[config.mk]
export PLATFORM = sky130hd
export DESIGN_NAME = evm_ballot_timer
export DESIGN_NICKNAME = d
export VERILOG_FILES = /design/src/rtl/evm_ballot_timer.sv
export SDC_FILE = /design/constraint.sdc
export NUM_CORES = 1
export LEC_CHECK = 0
export CAP_MARGIN = 20
export CORE_MARGIN = 2
export CORE_UTILIZATION = 31
export CTS_CLUSTER_DIAMETER = 150
export CTS_CLUSTER_SIZE = 40
export DETAILED_ROUTE_END_ITERATION = 6
export PLACE_DENSITY_LB_ADDON = 0.05
export SLEW_MARGIN = 20
export SYNTH_ARGS = -nofsm -noshare
export SYNTH_HDL_FRONTEND = slang
export SYNTH_SLANG_ARGS = --single-unit
[constraint.sdc]
create_clock -name clk_50m -period 2.7 [get_ports clk_50m]
set_input_delay 0.54 -clock clk_50m [delete_from_list [all_inputs] [get_ports clk_50m]]
set_output_delay 0.54 -clock clk_50m [all_outputs]
set_load 0.02 [all_outputs]
[src/rtl/evm_ballot_timer.sv]
// evm_ballot_timer
// Turns the slow divider level into a single clk_50m tick and runs one voter's
// ballot session: arm, timed voting window, single vote out, then lockout.
`timescale 1ns/1ps

module evm_ballot_timer #(
    parameter int NUM_CAND     = 4,
    parameter int ID_W         = 2,
    parameter int VOTE_TIMEOUT = 30,
    parameter int LOCK_TICKS   = 3,
    parameter int CNT_W        = 8
) (
    input  logic                clk_50m,
    input  logic                rst_n,
    input  logic                tick_in,
    input  logic                arm,
    input  logic [NUM_CAND-1:0] vote_btn,
    output logic                ballot_ready,
    output logic                vote_valid,
    output logic [ID_W-1:0]     vote_id,
    output logic [CNT_W-1:0]    time_left,
    output logic                timeout,
    output logic                multi_press
);

    localparam int BC_W = $clog2(NUM_CAND + 1);

    typedef enum logic [1:0] {
        IDLE,
        ARMED,
        LOCKOUT
    } state_t;

    state_t           state;
    logic             tick_meta;
    logic             tick_sync;
    logic             tick_prev;
    logic             tick_pulse;
    logic [CNT_W-1:0] lock_cnt;
    logic [BC_W-1:0]  btn_count;
    logic [ID_W-1:0]  btn_idx;
    logic             single_press;
    logic             many_press;

    // Two-stage synchronizer on the slow level plus a delayed copy for edge detect
    always_ff @(posedge clk_50m or negedge rst_n) begin
        if (!rst_n) begin
            tick_meta <= 1'b0;
            tick_sync <= 1'b0;
            tick_prev <= 1'b0;
        end else begin
            tick_meta <= tick_in;
            tick_sync <= tick_meta;
            tick_prev <= tick_sync;
        end
    end

    assign tick_pulse = tick_sync & ~tick_prev;

    // Count pressed buttons and remember the index of the (last) pressed one
    always_comb begin
        btn_count = '0;
        btn_idx   = '0;
        for (int i = 0; i < NUM_CAND; i++) begin
            if (vote_btn[i]) begin
                btn_count = btn_count + BC_W'(1);
                btn_idx   = ID_W'(i);
            end
        end
    end

    assign single_press = (btn_count == BC_W'(1));
    assign many_press   = (btn_count >  BC_W'(1));

    // Session state machine; every output is a registered copy of its decision
    always_ff @(posedge clk_50m or negedge rst_n) begin
        if (!rst_n) begin
            state        <= IDLE;
            lock_cnt     <= '0;
            ballot_ready <= 1'b0;
            vote_valid   <= 1'b0;
            vote_id      <= '0;
            time_left    <= '0;
            timeout      <= 1'b0;
            multi_press  <= 1'b0;
        end else begin
            vote_valid  <= 1'b0;
            timeout     <= 1'b0;
            multi_press <= 1'b0;

            case (state)
                IDLE: begin
                    ballot_ready <= 1'b0;
                    time_left    <= '0;
                    if (arm) begin
                        state        <= ARMED;
                        ballot_ready <= 1'b1;
                        time_left    <= CNT_W'(VOTE_TIMEOUT);
                    end
                end

                ARMED: begin
                    if (single_press) begin
                        vote_id      <= btn_idx;
                        vote_valid   <= 1'b1;
                        time_left    <= '0;
                        lock_cnt     <= CNT_W'(LOCK_TICKS);
                        ballot_ready <= 1'b0;
                        state        <= LOCKOUT;
                    end else begin
                        if (many_press) begin
                            multi_press <= 1'b1;
                        end
                        if (tick_pulse) begin
                            if (time_left <= CNT_W'(1)) begin
                                timeout      <= 1'b1;
                                time_left    <= '0;
                                ballot_ready <= 1'b0;
                                state        <= IDLE;
                            end else begin
                                time_left <= time_left - CNT_W'(1);
                            end
                        end
                    end
                end

                LOCKOUT: begin
                    ballot_ready <= 1'b0;
                    time_left    <= '0;
                    if (tick_pulse && (lock_cnt != '0)) begin
                        lock_cnt <= lock_cnt - CNT_W'(1);
                    end
                    if ((lock_cnt == '0) && (vote_btn == '0)) begin
                        state <= IDLE;
                    end
                end

                default: begin
                    state        <= IDLE;
                    ballot_ready <= 1'b0;
                    time_left    <= '0;
                end
            endcase
        end
    end

endmodule

==> results of run 1 <==
## cell families (layout without fill, tap and decap cells)
group           after synthesis  in the layout
mux                           6              6
buf+inv                      14             52
fa+ha+maj                     8              8
xor+xnor                      5              5
compound gates               28             28
flops                        27             27
simple gates                 67             67
## repair_timing
action,4_1_cts,5_1_grt
setup endpoints to repair,23,22
pin swaps,2,3
gates cloned,0,1
resized for setup,7,9
hold buffers,0,0
buffers inserted,1,1
## cells in the final DEF (no fill, tap or decap), types with 4 or more instances in the layout
cell type,instances
mux2i_1,5
nor2_1,20
nand2_1,6
nor3_1,4
a21oi_1,7
inv_1,9
ha_1,6
buf_4,13
clkdlybuf4s50_1,18
nand2b_1,6
dfrtp_1,27
o21ai_1,6
## final cells by class
| type | count | area share [%] |
|---|---|---|
| Inverter | 11 | 2.02 |
| Timing Repair Buffer | 37 | 17.9 |
| Multi-Input combinational cell | 114 | 40.8 |
| Sequential cell | 27 | 33.0 |
| Tap cell | 67 | 4.10 |
| Clock buffer | 4 | 2.20 |
## flip-flops by register name, summed over array words and instances (netlist names)
name	flops
timeout	1
time_left	8
state	2
tick_prev	1
vote_id	2
tick_meta	1
vote_valid	1
ballot_ready	1
tick_sync	1
multi_press	1
lock_cnt	8
## synthesized netlist by cell type, types with 4 or more instances
cell,instances,area (µm²)
a21oi_1,7,35.0
dfrtp_1,27,676
ha_1,8,100
inv_1,11,41.3
mux2i_1,5,50.1
nand2_1,7,26.3
nand2b_1,7,43.8
nor2_1,20,75.1
nor3_1,4,20.0
o21ai_1,6,30.0
## worst paths after layout
kind,startpoint,endpoint,slack [ns]
worst min-delay path,tick_meta,tick_sync,0.37
min in group asynchronous,rst_n,lock_cnt[3],0.65
worst min register to register,tick_meta,tick_sync,0.37
max in group asynchronous,rst_n,state[1],1.80
worst max register to register,lock_cnt[0],lock_cnt[1],0.60
worst max-delay path,vote_btn[0],vote_id[1],0.02
## layer usage
metal | global-route usage (%) | vias up | wire, µm
li1 | - | 628 | -
met1 | 18.6 | 598 | 1670
met2 | 19.7 | 23 | 1610
met3 | 1.65 | 2 | 93
met4 | 4.85 | 0 | 25
met5 | 0 | - | 0
## report_power, final
part           total [mW]  internal [mW]  switching, mW
Clock               0.227          0.106          0.122
Sequential          0.619          0.513          0.106
Combinational       0.790          0.403          0.387
## worst max-delay path, stage by stage
cell and delay, ns:
dlygate4sd2_1 0.25, inv_2 0.09, ha_4 0.21, nand2b_4 0.15, nand2_2 0.09, ha_4 0.20
or4b_4 0.48, o22a_1 0.21, buf_4 0.14, a21oi_4 0.16, mux2_4 0.31
==> flow_summary.yaml, run 1 <==
run_status:
  outcome: "finished clean"
synth:
  synth-seq-area-share_pct: 44.7
  syn_area_mm2: 0.00151
  syn_area_per_cell_um2: 9.76
  syn_nets: 171
  synth-xor-area-share_pct: 2.89
  yosys.area_share.simple_pct: 25.4
  synth_flop_cell: "dfrtp_1"
  synthCells: 155
  ys_types: 46
  ys_async_sr_fraction_pct: 100
  synth_mux_area_share_pct: 4.05
  synth-compound-area-share_pct: 12.6
  yosysWarnings: 0
  synth_top_family_by_area: "simple AND/OR/NAND/NOR gates"
  synth_edf_count: 0
  ys_ff_latch: 27
  synthAdderAreaFrac_pct: 6.62
timing:
  fin_setup_tns_ns: 0
  maxSlewViolCount: 0
  hold_slack_ns: 0.370
  setup_viol: 0
  max-slew-margin-rel_pct: 53.4
  tightest_slew_ns: 0.689
  fin_crit_sh_pct: 99.1
  layout_setup_ws_ns: 0.0231
  max_freq_mhz: 374
  hold_viol_final: 0
  clock_skew_ns: 0.00332
  fin_crit_ns: 2.68
die:
  die_area_mm2: 0.00545
  io_pins: 22
  core_area_mm2: 0.00472
  num_rows: 25
  initial_utilization_pct: 32.0
  die_w_um: 73.9
  fp.dieH_um: 73.9
job:
  maxCapViolations: 0
drt:
  dr.pass1.iters: 4
  drtIter0Drc: 107
  wl_per_cell_um: 13.1
  drc_errors: 0
  via_per_inst: 4.81
  postRouteAntennaNets: 0
  vias: 1251
  drt_wl_total_mm: 3.40
hold_path:
  min_path_type: "register to register"
  min_path_cells: 0
setup_path:
  worstPathRequired_ns: 2.86
  crit_path_end_kind: "register"
  critPathMaxFanout: 3
  rr_worst_depth: 6
  crit_path_start_kind: "primary input"
  cp_data_arrival_time_ns: 2.83
  worstSetupPathType: "primary input to register"
clock_network:
  cts_made_buffers: 3
  cts_tree: "yes"
  htreeDepth: 1
  clk_pin_slew_worst_paths_ns: 0.09
  insertion_delay_ns: 0.27
  root_buffer: "clkbuf_8"
  cts_buffer_depth: 2
  cts_sinks: 27
grt:
  grt_usage_pct: 12.9
  grt_pass1_vias: 1178
  grt_max_degree: 28
  antenna_found_initial: 0
  gr-total-overflow: 0
  grt_first_pass_wirelength_mm: 5.42
place:
  post-place-cells: 253
  hpwlAfterDp_mm: 2.41
  postPlaceCellArea_mm2: 0.00190
  place_ws_ns: -0.552
  place.gp.congestion: 0.793
  io_buffers: 21
power_and_ir_drop:
  max-vdd-ir-drop_mv: 0.297
  p_leak_nw: 0.903
  finalPower_mw: 1.64
  p_per_area_mw_per_mm2: 800
finish:
  fill_cells: 454
  fin_cells: 260
  final_core_util_pct: 43.3
  multi_input_area_um2: 833
  nets: 210
  seq_area_um2: 676
  antenna-diode-count: 0
  fin_area_mm2: 0.00204
  drive_gt1_share_pct: 18.1
  syn_to_final_growth_pct: 35.2
Power figures use the tool's default switching activity.
==> run 2: changes to the inputs <==
--- a/config.mk
+++ b/config.mk
@@ -11,7 +11,7 @@
 export CTS_CLUSTER_DIAMETER = 150
 export CTS_CLUSTER_SIZE = 40
 export DETAILED_ROUTE_END_ITERATION = 6
-export PLACE_DENSITY_LB_ADDON = 0.05
+export PLACE_DENSITY = 0.58
 export SLEW_MARGIN = 20
 export SYNTH_ARGS = -nofsm -noshare
 export SYNTH_HDL_FRONTEND = slang
==> flow_summary.yaml, run 2 (synthesis gave the netlist of run 1 again) <==
run_status:
  outcome: "finished clean"
clock_network:
  cts_sinks: 27
  root_buffer: "clkbuf_8"
  ctsHoldBuffers: 0
  htreeDepth: 1
  cts_tree: "yes"
  clk_pin_slew_worst_paths_ns: 0.09
  insertion_delay_ns: 0.27
  post_cts_buffers: 0
  cts_made_buffers: 3
  cts_buffer_depth: 2
drt:
  vias: 1254
  dr.pass1.iters: 4
  wl_met2_mm: 1.51
  drc_errors: 0
  dr_wl_met3_um: 73
  wl_per_cell_um: 12.1
  via_per_inst: 4.88
  drt_wl_total_mm: 3.11
  drtIter0Drc: 106
  highest_layer: "met4"
  routedLengthMet1_mm: 1.47
  postRouteAntennaNets: 0
timing:
  clock_skew_ns: 0.00623
  max_freq_mhz: 385
  fin_setup_tns_ns: 0
  rsz0062_at_grt: "no"
  tightest_slew_ns: 0.699
  hold_slack_ns: 0.359
  hold_viol_final: 0
  fin_crit_sh_pct: 96.3
  maxSlewViolCount: 0
  max-slew-margin-rel_pct: 52.8
  setup_viol: 0
  fin_crit_ns: 2.60
die:
  die_area_mm2: 0.00545
  die_w_um: 73.9
  initial_utilization_pct: 32.0
  fp.dieH_um: 73.9
  num_rows: 25
  core_area_mm2: 0.00472
  io_pins: 22
hold_path:
  hp-start: "tick_meta"
  min_path_type: "register to register"
setup_path:
  worstReg2RegStart: "lock_cnt[0]"
  cp_data_arrival_time_ns: 2.77
  cpPeakStageDelay_ns: 0.47
  critPathMaxFanout: 3
  critPathTopFamily: "simple AND/OR/NAND/NOR gates"
  path_cells: "clkdlybuf4s15_1 > inv_2 > ha_4 > nand2b_4 > nand2_1 > ha_1 > or4b_1 > o22a_1 > a21oi_4 > mux2_4"
  cp-startpoint: "vote_btn[0]"
  worstSetupPathType: "primary input to register"
  worstPathRequired_ns: 2.87
  crit_path_start_kind: "primary input"
  cp.buffers_inverters: 2
  cp_slowest_cell: "or4b_1"
  crit_path_end_kind: "register"
grt:
  grt_max_degree: 28
  gr-total-overflow: 0
  grt_first_pass_wirelength_mm: 5.42
  grt_pass1_vias: 1201
  grt_usage_pct: 12.7
  antenna_found_initial: 0
power_and_ir_drop:
  max-vdd-ir-drop_mv: 0.316
  p_per_area_mw_per_mm2: 800
  p_leak_nw: 0.873
  finalPower_mw: 1.59
job:
  maxCapViolations: 0
place:
  post-place-cells: 252
  hpwlAfterDp_mm: 2.32
  postPlaceCellArea_mm2: 0.00189
  io_buffers: 21
  place.gp.congestion: 0.826
finish:
  layout_common_cells: "dfrtp_1 (27), nor2_1 (20), clkdlybuf4s50_1 (18)"
  reg_top3: "lock_cnt x8, time_left x8"
  fin_cells: 257
  antenna-diode-count: 0
  fill_cells: 473
  drive_gt1_share_pct: 16.3
  syn_to_final_growth_pct: 31.2
  final_common_cell: "dfrtp_1"
  nets: 207
  fin_area_mm2: 0.00198
[run 2: cell types whose count changed in the layout (fill, tap and decap cells not counted), sizes merged]
cell           before  now
clkbuf              5    3
clkinv              0    1
clkdlybuf4s15       1    2
buf                15   13
dlymetal6s2s        1    0
[run 2: cell type report]
| cell class | instances | area [µm²] | area share [%] |
|---|---|---|---|
| Sequential cell | 27 | 676 | 34.0 |
| Clock buffer | 3 | 41.3 | 2.08 |
| Inverter | 11 | 41.3 | 2.08 |
| Multi-Input combinational cell | 114 | 817 | 41.2 |
| Tap cell | 67 | 83.8 | 4.22 |
| Timing Repair Buffer | 34 | 320 | 16.1 |
| Clock inverter | 1 | 5.00 | 0.252 |
[run 2: timing repair]
item / 4_1_cts / 5_1_grt
setup endpoints to repair: 23 / 7
gates cloned: 1 / 0
resized for setup: 10 / 5
pin swaps: 3 / 2
endpoints found under the hold margin: 0 / 0
[run 2: worst paths after layout]
path	end	slack, ns	depth (start not counted)
setup / recovery	vote_id[1]	0.1	10
hold / removal	tick_sync	0.36	0
setup reg to reg	state[1]	0.72	5
hold reg to reg	tick_sync	0.36	0
max in group asynchronous	time_left[4]	1.82	2
min in group asynchronous	lock_cnt[1]	0.63	2
[run 2: per-stage QoR]
stage | util, % | worst slack [ns]
finish | 42.0 | 0.0994
global route | 42.0 | 0.0172
CTS | 41.7 | 0.0441
detailed placement | 40.1 | -0.522
global placement | 40.1 | -0.435
floorplan | - | 0.0638
[run 2: routing by layer]
layer | vias up | global-route usage (%)
met3 | 5 | 1.78
met2 | 29 | 20.3
li1 | 623 | -
met4 | 0 | 6.87
met1 | 597 | 16.5
met5 | - | 0
[run 2: report_power, final]
part	internal, mW	switching (mW)	total [mW]	leakage (nW)
logic	0.362	0.377	0.740	0.504
registers	0.513	0.107	0.620	0.344
clock network	0.103	0.124	0.228	0.0255
==> run 3: changes to the inputs <==
==> constraint.sdc (replaced) <==
create_clock -name clk_50m -period 2.67 [get_ports clk_50m]
set_input_delay 0.534 -clock clk_50m [delete_from_list [all_inputs] [get_ports clk_50m]]
set_output_delay 0.534 -clock clk_50m [all_outputs]
set_load 0.02 [all_outputs]
==> flow_summary.yaml, run 3 (synthesis gave the netlist of run 1 again) <==
run_status:
  outcome: "finished clean"
grt:
  antenna_found_initial: 0
  grt_first_pass_wirelength_mm: 5.26
  gr-total-overflow: 0
  grt_usage_pct: 12.3
  grt_max_degree: 28
  grt_pass1_vias: 1224
timing:
  hold_slack_ns: 0.362
  maxSlewViolCount: 0
  tightest_slew_ns: 0.762
  setup_viol: 0
  max_freq_mhz: 390
  hold_viol_final: 0
  rsz0062_at_grt: "no"
  fin_crit_ns: 2.56
  fin_crit_sh_pct: 96.0
  max-slew-margin-rel_pct: 48.5
  clock_skew_ns: 0.00251
die:
  num_rows: 25
  die_area_mm2: 0.00545
  initial_utilization_pct: 32.0
  io_pins: 22
  core_area_mm2: 0.00472
  fp.dieH_um: 73.9
  die_w_um: 73.9
place:
  place.gp.congestion: 0.826
  hpwlAfterDp_mm: 2.35
  io_buffers: 21
  postPlaceCellArea_mm2: 0.00189
power_and_ir_drop:
  p_switching_uw: 616
  p_leak_nw: 0.863
  p_int_uw: 990
  p_per_area_mw_per_mm2: 811
  p_comb_share_pct: 46.3
  p_sw_share_pct: 38.4
  max-vdd-ir-drop_mv: 0.352
  p_clk_share_pct: 14.6
  pwr-share-seq_pct: 39.1
clock_network:
  htreeDepth: 1
  cts_buffer_depth: 2
  post_cts_buffers: 0
  cts_sinks: 27
  clk_pin_slew_worst_paths_ns: 0.09
  insertion_delay_ns: 0.27
  cts_tree: "yes"
  cts_made_buffers: 3
  root_buffer: "clkbuf_8"
  ctsHoldBuffers: 0
finish:
  drive_gt1_share_pct: 15.8
  nets: 207
  final_common_cell: "dfrtp_1"
  syn_to_final_growth_pct: 30.9
  layout_common_cells: "dfrtp_1 (27), nor2_1 (20), clkdlybuf4s50_1 (18)"
  fin_area_mm2: 0.00198
  antenna-diode-count: 0
  reg_top3: "lock_cnt x8, time_left x8"
  fill_cells: 461
hold_path:
  min_path_type: "register to register"
  hp-start: "tick_meta"
setup_path:
  critPathTopFamily: "simple AND/OR/NAND/NOR gates"
  worstSetupPathType: "primary input to register"
  worstReg2RegStart: "lock_cnt[0]"
  path_cells: "clkdlybuf4s15_1 > inv_2 > ha_4 > nand2b_1 > nand2_1 > ha_1 > or4b_1 > o22a_1 > a21oi_4 > mux2_4"
  crit_path_start_kind: "primary input"
  cp-startpoint: "vote_btn[1]"
  crit_path_end_kind: "register"
  cp.buffers_inverters: 2
  cp_data_arrival_time_ns: 2.73
  cp_slowest_cell: "or4b_1"
  cpPeakStageDelay_ns: 0.47
  worstPathRequired_ns: 2.84
  critPathMaxFanout: 3
drt:
  via_per_inst: 4.86
  postRouteAntennaNets: 0
  vias: 1248
  dr.pass1.iters: 4
  drt_wl_total_mm: 3.06
  drc_errors: 0
  wl_per_cell_um: 11.9
  drtIter0Drc: 54
job:
  maxCapViolations: 0
[run 3: per-layer routing]
layer	vias up	track usage, %	share of wire (%)
met3	5	1.51	2.7
met1	604	15.5	47
met5	-	0	0
met2	23	20.6	48
li1	616	-	-
met4	0	5.86	1.9
[run 3: cell type report]
type / instances / area [µm²] / area share, %
Tap cell: 67 / 83.8 / 4.24
Clock buffer: 3 / 41.3 / 2.09
Timing Repair Buffer: 34 / 320 / 16.2
Clock inverter: 1 / 7.51 / 0.379
Sequential cell: 27 / 676 / 34.1
Multi-Input combinational cell: 114 / 810 / 40.9
Inverter: 11 / 41.3 / 2.09
[run 3: path summary, 6_finish.rpt]
check / endpoint / slack (ns) / cells after the start
max: vote_id[1] / 0.11 / 10
min: tick_sync / 0.36 / 0
max reg2reg: lock_cnt[1] / 0.66 / 6
min reg2reg: tick_sync / 0.36 / 0
max in group asynchronous: lock_cnt[5] / 1.80 / 2
min in group asynchronous: lock_cnt[1] / 0.62 / 2
[run 3: repair_timing]
action	4_1_cts	5_1_grt
pin swaps	2	3
resized for setup	8	6
setup endpoints to repair	23	2
cloned	0	1
[run 3: through the flow]
stage	setup slack, ns	power [mW]	std cells	setup TNS, ns	utilization (%)
floorplan	0.0398	1.06	155	0	-
global placement	-0.459	1.34	252	-8.29	40.1
detailed placement	-0.555	1.36	252	-9.56	40.1
CTS	0.0478	1.61	256	0	41.4
global route	0.0223	1.73	257	0	41.9
finish	0.108	1.61	257	0	41.9
[run 3: worst reg2reg max path: cells and delay by family (launching register included)]
| kind | cells | cell delay [ns] |
|---|---|---|
| flip-flops | 1 | 0.38 |
| AND/OR/NAND/NOR | 2 | 0.59 |
| AO/OA/AOI/OAI | 2 | 0.64 |
| adder cells (fa/ha/maj) | 1 | 0.19 |
| buffers and inverters | 1 | 0.11 |
[run 3: power by group through the flow]
stage	clock, mW	combinational (mW)	sequential, mW
5_1_grt	0.262	0.821	0.651
4_1_cts	0.244	0.736	0.629
3_5_place_dp	0	0.730	0.635
3_3_place_gp	0	0.708	0.630
2_1_floorplan	0	0.376	0.685
6_report	0.234	0.744	0.628
